### config.mk
export PLATFORM = sky130hd
export DESIGN_NAME = vga_timing_pipe
export DESIGN_NICKNAME = d
export VERILOG_FILES = /design/src/rtl/vga_pkg.sv /design/src/rtl/vga_delay_line.sv /design/src/rtl/vga_timing_pipe.sv
export SDC_FILE = /design/constraint.sdc
export NUM_CORES = 1
export LEC_CHECK = 0
export ABC_AREA = 1
export CORE_MARGIN = 1
export CORE_UTILIZATION = 30
export DETAILED_ROUTE_END_ITERATION = 16
export DONT_BUFFER_PORTS = 1
export PLACE_DENSITY = 0.53
export SYNTH_ARGS = -nofsm -noshare
export SYNTH_HDL_FRONTEND = slang
export SYNTH_HIERARCHICAL = 1
export SYNTH_SLANG_ARGS = --single-unit
### constraint.sdc
create_clock -name clk -period 3.5 [get_ports clk]
set_input_delay 0.525 -clock clk [delete_from_list [all_inputs] [get_ports clk]]
set_output_delay 0.525 -clock clk [all_outputs]
set_load 0.01 [all_outputs]
### src/rtl/vga_pkg.sv
// ---------------------------------------------------------------------------
// vga_pkg
// Shared definitions for the 640x480@60 VGA output path.
//   - default timing constants (pixels / lines) and derived totals
//   - counter width used by the timing generator
//   - rgb_t : 24-bit colour, {R,G,B} with named 8-bit fields
//   - ctrl_t: per-pixel control bits carried down the output pipeline
//   - rgb_gate: forces a colour to black when the pixel is not displayed
// ---------------------------------------------------------------------------
package vga_pkg;

   localparam int VGA_H_SYNC   = 96;
   localparam int VGA_H_BACK   = 48;
   localparam int VGA_H_ACTIVE = 640;
   localparam int VGA_H_FRONT  = 16;
   localparam int VGA_V_SYNC   = 2;
   localparam int VGA_V_BACK   = 33;
   localparam int VGA_V_ACTIVE = 480;
   localparam int VGA_V_FRONT  = 10;

   localparam int VGA_H_TOTAL  = VGA_H_SYNC + VGA_H_BACK + VGA_H_ACTIVE + VGA_H_FRONT;
   localparam int VGA_V_TOTAL  = VGA_V_SYNC + VGA_V_BACK + VGA_V_ACTIVE + VGA_V_FRONT;

   localparam int CNT_W = 10;

   typedef struct packed {
      logic [7:0] r;
      logic [7:0] g;
      logic [7:0] b;
   } rgb_t;

   // hs_n/vs_n are active-low syncs, act is display-enable, first marks pixel (0,0)
   typedef struct packed {
      logic hs_n;
      logic vs_n;
      logic act;
      logic first;
   } ctrl_t;

   function automatic rgb_t rgb_gate(input rgb_t c, input logic en);
      rgb_t o;
      if (en) begin
         o = c;
      end else begin
         o = rgb_t'(24'h000000);
      end
      return o;
   endfunction

endpackage

### src/rtl/vga_delay_line.sv
// ---------------------------------------------------------------------------
// vga_delay_line
// DEPTH-stage shift register of WIDTH-bit words. Advances only when clken
// is high; the asynchronous active-low reset loads every stage with RST_VAL.
//   clk   in  clock, rising edge
//   reset in  asynchronous reset, active-low
//   clken in  shift enable
//   din   in  WIDTH-bit word entering stage 0
//   dout  out WIDTH-bit word leaving the last stage
// ---------------------------------------------------------------------------
module vga_delay_line #(
   parameter int               DEPTH   = 2,
   parameter int               WIDTH   = 4,
   parameter logic [WIDTH-1:0] RST_VAL = '0
) (
   input  logic             clk,
   input  logic             reset,
   input  logic             clken,
   input  logic [WIDTH-1:0] din,
   output logic [WIDTH-1:0] dout
);

   logic [WIDTH-1:0] stage_q [DEPTH];
   logic [WIDTH-1:0] stage_d [DEPTH];

   // next-stage values: shift by one when enabled, otherwise hold
   always_comb begin
      for (int i = 0; i < DEPTH; i++) begin
         stage_d[i] = stage_q[i];
      end
      if (clken) begin
         stage_d[0] = din;
         for (int i = 1; i < DEPTH; i++) begin
            stage_d[i] = stage_q[i-1];
         end
      end else begin
         stage_d[0] = stage_q[0];
      end
   end

   // stage registers with asynchronous reset to the inactive value
   always_ff @(posedge clk or negedge reset) begin
      if (!reset) begin
         for (int i = 0; i < DEPTH; i++) begin
            stage_q[i] <= RST_VAL;
         end
      end else begin
         stage_q <= stage_d;
      end
   end

   assign dout = stage_q[DEPTH-1];

endmodule

### src/rtl/vga_timing_pipe.sv
// ---------------------------------------------------------------------------
// vga_timing_pipe
// 640x480@60 VGA timing generator and pin output stage.
// Requests pixels through h_addr/v_addr, takes the source colour DATA_LAT
// cycles later, and presents colour, syncs and valid aligned at the pins
// DATA_LAT+1 cycles after the address.
//   clk         in  25 MHz pixel clock, rising edge
//   reset       in  asynchronous reset, active-low
//   clken       in  advance enable; low freezes counters and pipeline
//   data        in  {R,G,B} colour for the address issued DATA_LAT cycles ago
//   h_addr      out visible column 0..639 being requested, 0 when blanked
//   v_addr      out visible row 0..479 being requested, 0 when blanked
//   h_sync      out horizontal sync, active-low
//   v_sync      out vertical sync, active-low
//   valid       out display-enable aligned with the colour pins
//   red/green/blue out colour pins, black whenever valid is low
//   frame_start out one-cycle pulse with pixel (0,0) at the pins
// ---------------------------------------------------------------------------
module vga_timing_pipe
   import vga_pkg::*;
#(
   parameter int H_SYNC   = VGA_H_SYNC,
   parameter int H_BACK   = VGA_H_BACK,
   parameter int H_ACTIVE = VGA_H_ACTIVE,
   parameter int H_FRONT  = VGA_H_FRONT,
   parameter int V_SYNC   = VGA_V_SYNC,
   parameter int V_BACK   = VGA_V_BACK,
   parameter int V_ACTIVE = VGA_V_ACTIVE,
   parameter int V_FRONT  = VGA_V_FRONT,
   parameter int DATA_LAT = 1
) (
   input  logic             clk,
   input  logic             reset,
   input  logic             clken,
   input  logic [23:0]      data,
   output logic [CNT_W-1:0] h_addr,
   output logic [CNT_W-1:0] v_addr,
   output logic             h_sync,
   output logic             v_sync,
   output logic             valid,
   output logic [7:0]       red,
   output logic [7:0]       green,
   output logic [7:0]       blue,
   output logic             frame_start
);

   localparam int H_TOTAL     = H_SYNC + H_BACK + H_ACTIVE + H_FRONT;
   localparam int V_TOTAL     = V_SYNC + V_BACK + V_ACTIVE + V_FRONT;
   localparam int H_ACT_START = H_SYNC + H_BACK;
   localparam int H_ACT_END   = H_ACT_START + H_ACTIVE;
   localparam int V_ACT_START = V_SYNC + V_BACK;
   localparam int V_ACT_END   = V_ACT_START + V_ACTIVE;
   localparam int P           = DATA_LAT + 1;

   localparam ctrl_t CTRL_RST = '{hs_n: 1'b1, vs_n: 1'b1, act: 1'b0, first: 1'b0};

   if (H_TOTAL > 1024) begin : g_h_total_check
      $error("vga_timing_pipe: H_TOTAL does not fit the 10-bit horizontal counter");
   end
   if (V_TOTAL > 1024) begin : g_v_total_check
      $error("vga_timing_pipe: V_TOTAL does not fit the 10-bit vertical counter");
   end
   if (DATA_LAT < 0 || DATA_LAT > 3) begin : g_lat_check
      $error("vga_timing_pipe: DATA_LAT must be in 0..3");
   end

   logic [CNT_W-1:0] h_cnt_q, h_cnt_d;
   logic [CNT_W-1:0] v_cnt_q, v_cnt_d;
   logic             h_act_s, v_act_s, act_s;
   ctrl_t            ctrl_s;
   ctrl_t            ctrl_pin_s;
   rgb_t             data_q, data_d;
   rgb_t             rgb_s;

   // raster counters: h wraps at end of line, v steps on that same wrap
   always_comb begin
      h_cnt_d = h_cnt_q;
      v_cnt_d = v_cnt_q;
      if (clken) begin
         if (h_cnt_q == CNT_W'(H_TOTAL - 1)) begin
            h_cnt_d = 10'd0;
            if (v_cnt_q == CNT_W'(V_TOTAL - 1)) begin
               v_cnt_d = 10'd0;
            end else begin
               v_cnt_d = v_cnt_q + 10'd1;
            end
         end else begin
            h_cnt_d = h_cnt_q + 10'd1;
         end
      end else begin
         h_cnt_d = h_cnt_q;
      end
   end

   // counter and source-data registers
   always_ff @(posedge clk or negedge reset) begin
      if (!reset) begin
         h_cnt_q <= 10'd0;
         v_cnt_q <= 10'd0;
         data_q  <= rgb_t'(24'h000000);
      end else begin
         h_cnt_q <= h_cnt_d;
         v_cnt_q <= v_cnt_d;
         data_q  <= data_d;
      end
   end

   // source colour is captured once here; with DATA_LAT in the source this
   // lands it in the same cycle as the P-deep control pipeline output
   always_comb begin
      if (clken) begin
         data_d = rgb_t'(data);
      end else begin
         data_d = data_q;
      end
   end

   // stage-0 region decode from the registered counters
   always_comb begin
      h_act_s      = (h_cnt_q >= CNT_W'(H_ACT_START)) && (h_cnt_q < CNT_W'(H_ACT_END));
      v_act_s      = (v_cnt_q >= CNT_W'(V_ACT_START)) && (v_cnt_q < CNT_W'(V_ACT_END));
      act_s        = h_act_s && v_act_s;
      ctrl_s.hs_n  = (h_cnt_q >= CNT_W'(H_SYNC));
      ctrl_s.vs_n  = (v_cnt_q >= CNT_W'(V_SYNC));
      ctrl_s.act   = act_s;
      ctrl_s.first = (h_cnt_q == CNT_W'(H_ACT_START)) && (v_cnt_q == CNT_W'(V_ACT_START));
   end

   // pixel address request, held at zero outside the visible area
   always_comb begin
      if (act_s) begin
         h_addr = h_cnt_q - CNT_W'(H_ACT_START);
         v_addr = v_cnt_q - CNT_W'(V_ACT_START);
      end else begin
         h_addr = 10'd0;
         v_addr = 10'd0;
      end
   end

   vga_delay_line #(
      .DEPTH   (P),
      .WIDTH   ($bits(ctrl_t)),
      .RST_VAL (CTRL_RST)
   ) u_ctrl_dly (
      .clk   (clk),
      .reset (reset),
      .clken (clken),
      .din   (ctrl_s),
      .dout  (ctrl_pin_s)
   );

   assign rgb_s       = rgb_gate(data_q, ctrl_pin_s.act);
   assign h_sync      = ctrl_pin_s.hs_n;
   assign v_sync      = ctrl_pin_s.vs_n;
   assign valid       = ctrl_pin_s.act;
   assign red         = rgb_s.r;
   assign green       = rgb_s.g;
   assign blue        = rgb_s.b;
   // the first-pixel flag holds while frozen; gating keeps it a single pulse
   assign frame_start = ctrl_pin_s.first & clken;

endmodule
Word-level counts from Yosys, hierarchy flattened
Cells that the tools add are included.

Bitwise gates (word level): 1. Eq/ne operators: 4. $lt $le $gt $ge: 6. $mul: 0. Muxes and demuxes: 5. Reductions and logical operators: 5. Add/subtract/negate cells: 4. Shift-type cells: 0. Divide/modulo/power cells: 0.

Operator list (number): $mux W10 (4); $mux W24 (1); $add A10 B1 Y10 const B (2); $eq A10 B10 Y1 const B (2); $lt A10 B10 Y1 const B (2); $eq A10 B6 Y1 const B (1); $eq A10 B8 Y1 const B (1); $ge A10 B2 Y1 const B (1); $ge A10 B6 Y1 const B (1); $ge A10 B7 Y1 const B (1); $ge A10 B8 Y1 const B (1); $sub A10 B6 Y10 const B (1); $sub A10 B8 Y10 const B (1); $logic_and A1 B1 Y1 (4); $reduce_and A2 Y1 (1); $and A1 B1 Y1 (1).

Output and inout port bits: 48. ROM bits: 0. Bits of input ports: 27. Latch bits: 0. Word-level logic and storage cells: 32. RAM bits: 0. Register bits: 52. Memories kept: 0.

Longest topological paths before layout
Depth in word-level cells: 4. Gate-level depth with buffers: 11. Depth with buffers taken out: 10.

Hierarchy
Netlist, hierarchy kept.

By module, submodules not included: vga_timing_pipe (times used 1, sequential area each 1101.1 µm², cells an instance 426, area an instance 2980.4 µm²); vga_delay_line (times used 1, sequential area each 205.2 µm², cells an instance 38, area an instance 340.3 µm²).

Least setup slack after synthesis
No wires, ideal clock.

Kind: register to output. Start: register h_cnt_q[4]. End: output port h_addr[1]. Stages on the path, launching flop included: 9. Path slack: 1556 ps. Required time: 2975 ps. Arrival time: 1419 ps. Cell sequence: dfrtp_1 > inv_1 > ha_1 > nand2_1 > a21oi_1 > nand2_1 > nand4_4 > buf_6 > nor2_2.

Cells in the longest elaborated chain, start to end: 4.

Ends and longest elaborated chain: start, declared (line vga_timing_pipe.sv:67) `logic [CNT_W-1:0] h_cnt_q, h_cnt_d;`; start signal, assigned (line vga_timing_pipe.sv:102) `h_cnt_q <= h_cnt_d;`; $ge A10 B8 Y1 / $lt A10 B10 Y1 (equally long branches) (line vga_timing_pipe.sv:120) `h_act_s = (h_cnt_q >= CNT_W'(H_ACT_START)) && (h_cnt_q < CNT_W'(H_ACT_END));`; $logic_and A1 B1 Y1 (*) (line vga_timing_pipe.sv:120); $logic_and A1 B1 Y1 (*) (line vga_timing_pipe.sv:122) `act_s = h_act_s && v_act_s;`; $mux W10 (*) (line vga_timing_pipe.sv:131) `if (act_s) begin`; end, declared (line vga_timing_pipe.sv:36) `output logic [CNT_W-1:0] h_addr,`.

Mark *: on every way between the ends. The rest lies on a longest branch, timed or not.

Worst setup path after layout
Start: register h_cnt_q[4]. End: output port h_addr[9].

Cells in the longest elaborated chain, start to end: 4.

Ends and longest elaborated chain (line): $ge A10 B8 Y1 / $lt A10 B10 Y1 (equally long branches) (vga_timing_pipe.sv:120); $logic_and A1 B1 Y1 (vga_timing_pipe.sv:120); $logic_and A1 B1 Y1 (vga_timing_pipe.sv:122); $mux W10 (*) (vga_timing_pipe.sv:131).

Marks and branches as above.

==> out/metrics.cfg <==
[floorplan]
rows=38
core_mm2=0.0108
die_area_mm2=0.0115
initial_core_util=0.308
die_w_um=107
die_h_um=107
pin_count=75

[grt]
grt-ovfl-total=0
grt_max_degree=49
grt_use_total=0.134
antenna_found_initial=0
grt_pass1_wl_mm=12.3
grt_pass1_vias=2466

[timing]
fin_worst_skew_ns=0.00304
relSlewSlack=0.407
rsz0062_at_grt=no
fin_setup_tns_ns=0
finalHoldViolCount=0
drv_slew=0
period_minus_slack_ns=2.88
fmaxAchievable_ghz=0.347
finalCritPeriodShare=0.823
worstMarginPinSlew_ns=0.889
setup_viol=0

[layout]
finalInstanceArea_mm2=0.00343
layout-drive-gt1-share=0.127
syn_to_final_growth_pct=3.43
layout_commonest_cell=nand2_1
fin_util=0.318
final_cell_mix=185 x nand2_1, 51 x inv_1, 48 x dfrtp_1, 29 x nor2_1, 25 x nor2_2
insertedDiodeCount=0
num-fill-cells=1170
fin_nets=485

[route]
wl_met3_um=307
top_layer=met4
wl_per_cell_um=12.7
met1_length_mm=3.49
routed-wl-met2_mm=3.67
drtPass1Iterations=5
first_iter_violations=133
ant_nets=0
wl_mm=7.50
drc=0
via_per_inst=4.60
vias=2711

[logic_synthesis]
netlist_instances=464
yosysSeqAreaShare=0.393
synth_compound_area_frac=0.0298
synth-xor-area-share=0.0317
synthSimpleGateAreaFrac=0.383
ys_seq_elements=52
synth_edf_count=0
yosysWarnings=6
synth_top_family_by_area=simple AND/OR/NAND/NOR gates
synth_fp_nets=500
yosysUniqueCellTypes=33
synthAdderAreaFrac=0.0339
synth_mux_area_frac=0
async_flop_share=1.00
synth_area_mm2=0.00332
syn_area_per_cell_um2=7.16
yosys_most_used_dff=dfrtp_1

[worst_setup_path]
worstSetupPathType=reg -> out
arrival_ns=2.35
start_kind=flop
reg2reg_from=h_cnt_q[4]$_DFFE_PN0P_
reg2reg_depth=9
timing.rr.end=u_ctrl_dly/stage_q[5]$_DFFE_PN0P_
r2r_setup_slack_ns=1.54
critPathRequiredTime_ns=2.97
crit_path_end_kind=output pin
critical_path.max_fanout=21

[clock_tree]
htreeDepth=2
cts-resized-gates=0
cts_tree=yes
clockBufferDepth=2
clk_latency_ns=0.30
ctsRootBufferMaster=clkbuf_8
cts.hold.buffers_added=1
cts.clk_slew.worst_paths_ns=0.10
postCtsSetupBuffers=0
cts_num_sinks=52
numCtsBuffers=5

[pwr]
power-per-cell-area_mw_per_mm2=545
irDropWorstVdd_mv=0.223
power_leakage_nw=1.84

[placed_design]
io_buffers=0
place_hpwl_mm=5.29
routabilityCongestion=0.880
placed_area_mm2=0.00332

[run_status]
status=finished, final reports clean

[hold_path]
holdCritPathClass=in -> async

[flow_run]
cap_violations=0

worst max path at each step:
stage                                start         to  slack, ns  cells past startpoint
floorplan           h_cnt_q[4]$_DFFE_PN0P_  h_addr[1]       1.56                      8
global placement    h_cnt_q[0]$_DFFE_PN0P_  h_addr[9]       1.02                      8
detailed placement  h_cnt_q[4]$_DFFE_PN0P_  h_addr[9]       0.93                      7
CTS                 h_cnt_q[0]$_DFFE_PN0P_  h_addr[9]       0.58                      8
global route        h_cnt_q[5]$_DFFE_PN0P_  h_addr[9]       0.42                      8
finish              h_cnt_q[4]$_DFFE_PN0P_  h_addr[9]       0.62                      7
critical path: stages (launching register included):
cell     delay [ns]
dfrtp_1        0.48
inv_1          0.14
ha_1           0.26
nand2_1        0.10
a21oi_1        0.07
nand2_1        0.13
nand4_4        0.47
nor2_1         0.39
metal layers:
layer	vias to the layer above	GRT usage
li1	1364	-
met1	1287	0.188
met2	58	0.213
met3	2	0.0267
met4	0	0.0284
met5	-	0
logic make-up (layout without fill, tap and decap cells):
kind of cell / count (synthesis) / count (layout)
compound gates: 18 / 18
xor+xnor: 12 / 12
fa+ha+maj: 9 / 9
buf+inv: 87 / 72
flops: 52 / 52
simple gates: 286 / 286
per-stage QoR:
stage / worst slack (ns) / hold WS, ns / instances / total power, mW
after floorplan: 1.56 / 0.229 / 464 / 1.42
after global placement: 1.02 / 0.231 / 581 / 1.51
after detailed placement: 0.930 / 0.231 / 581 / 1.52
after CTS: 0.578 / 0.0372 / 589 / 1.91
after global routing: 0.418 / 0.0292 / 589 / 2.02
final: 0.621 / 0.0549 / 589 / 1.87
registers in the layout, indices dropped and copies added (netlist names):
name / flops
data_q: 24
v_cnt_q: 10
u_ctrl_dly/stage_q: 4
h_cnt_q: 10
u_ctrl_dly/dout: 4
synthesized netlist by cell type (2+ instances only):
cell type	instances	area [um^2]
a21oi_1	3	15.0
buf_1	2	7.51
buf_4	7	52.6
buf_6	9	101
clkbuf_1	5	18.8
clkinv_1	2	7.51
clkinv_2	2	10.0
dfrtp_1	48	1200
dfstp_2	4	105
ha_1	9	113
inv_1	51	191
inv_2	8	30.0
nand2_1	185	694
nand2_2	2	12.5
nand3_1	22	110
nand4_1	9	56.3
nor2_1	29	109
nor2_2	25	156
nor2_4	2	22.5
nor3_1	7	35.0
o21ai_0	11	55.1
xor2_1	11	96.3
where the power goes:
group / total (mW) / switching, mW / internal [mW]
Combinational: 0.693 / 0.487 / 0.207
Clock: 0.366 / 0.207 / 0.159
Sequential: 0.814 / 0.125 / 0.689
Total: 1.87 / 0.819 / 1.05
cell type report:
| cell class | instances | area, um^2 | share of cell area |
|---|---|---|---|
| Clock buffer | 6 | 82.6 | 0.0240 |
| Multi-Input combinational cell | 325 | 1590 | 0.463 |
| Clock inverter | 1 | 8.76 | 0.00255 |
| Timing Repair Buffer | 1 | 27.5 | 0.00801 |
| Sequential cell | 52 | 1310 | 0.380 |
| Inverter | 64 | 245 | 0.0714 |
| Tap cell | 140 | 175 | 0.0510 |
Note: power is estimated with default switching activity, not from simulation.
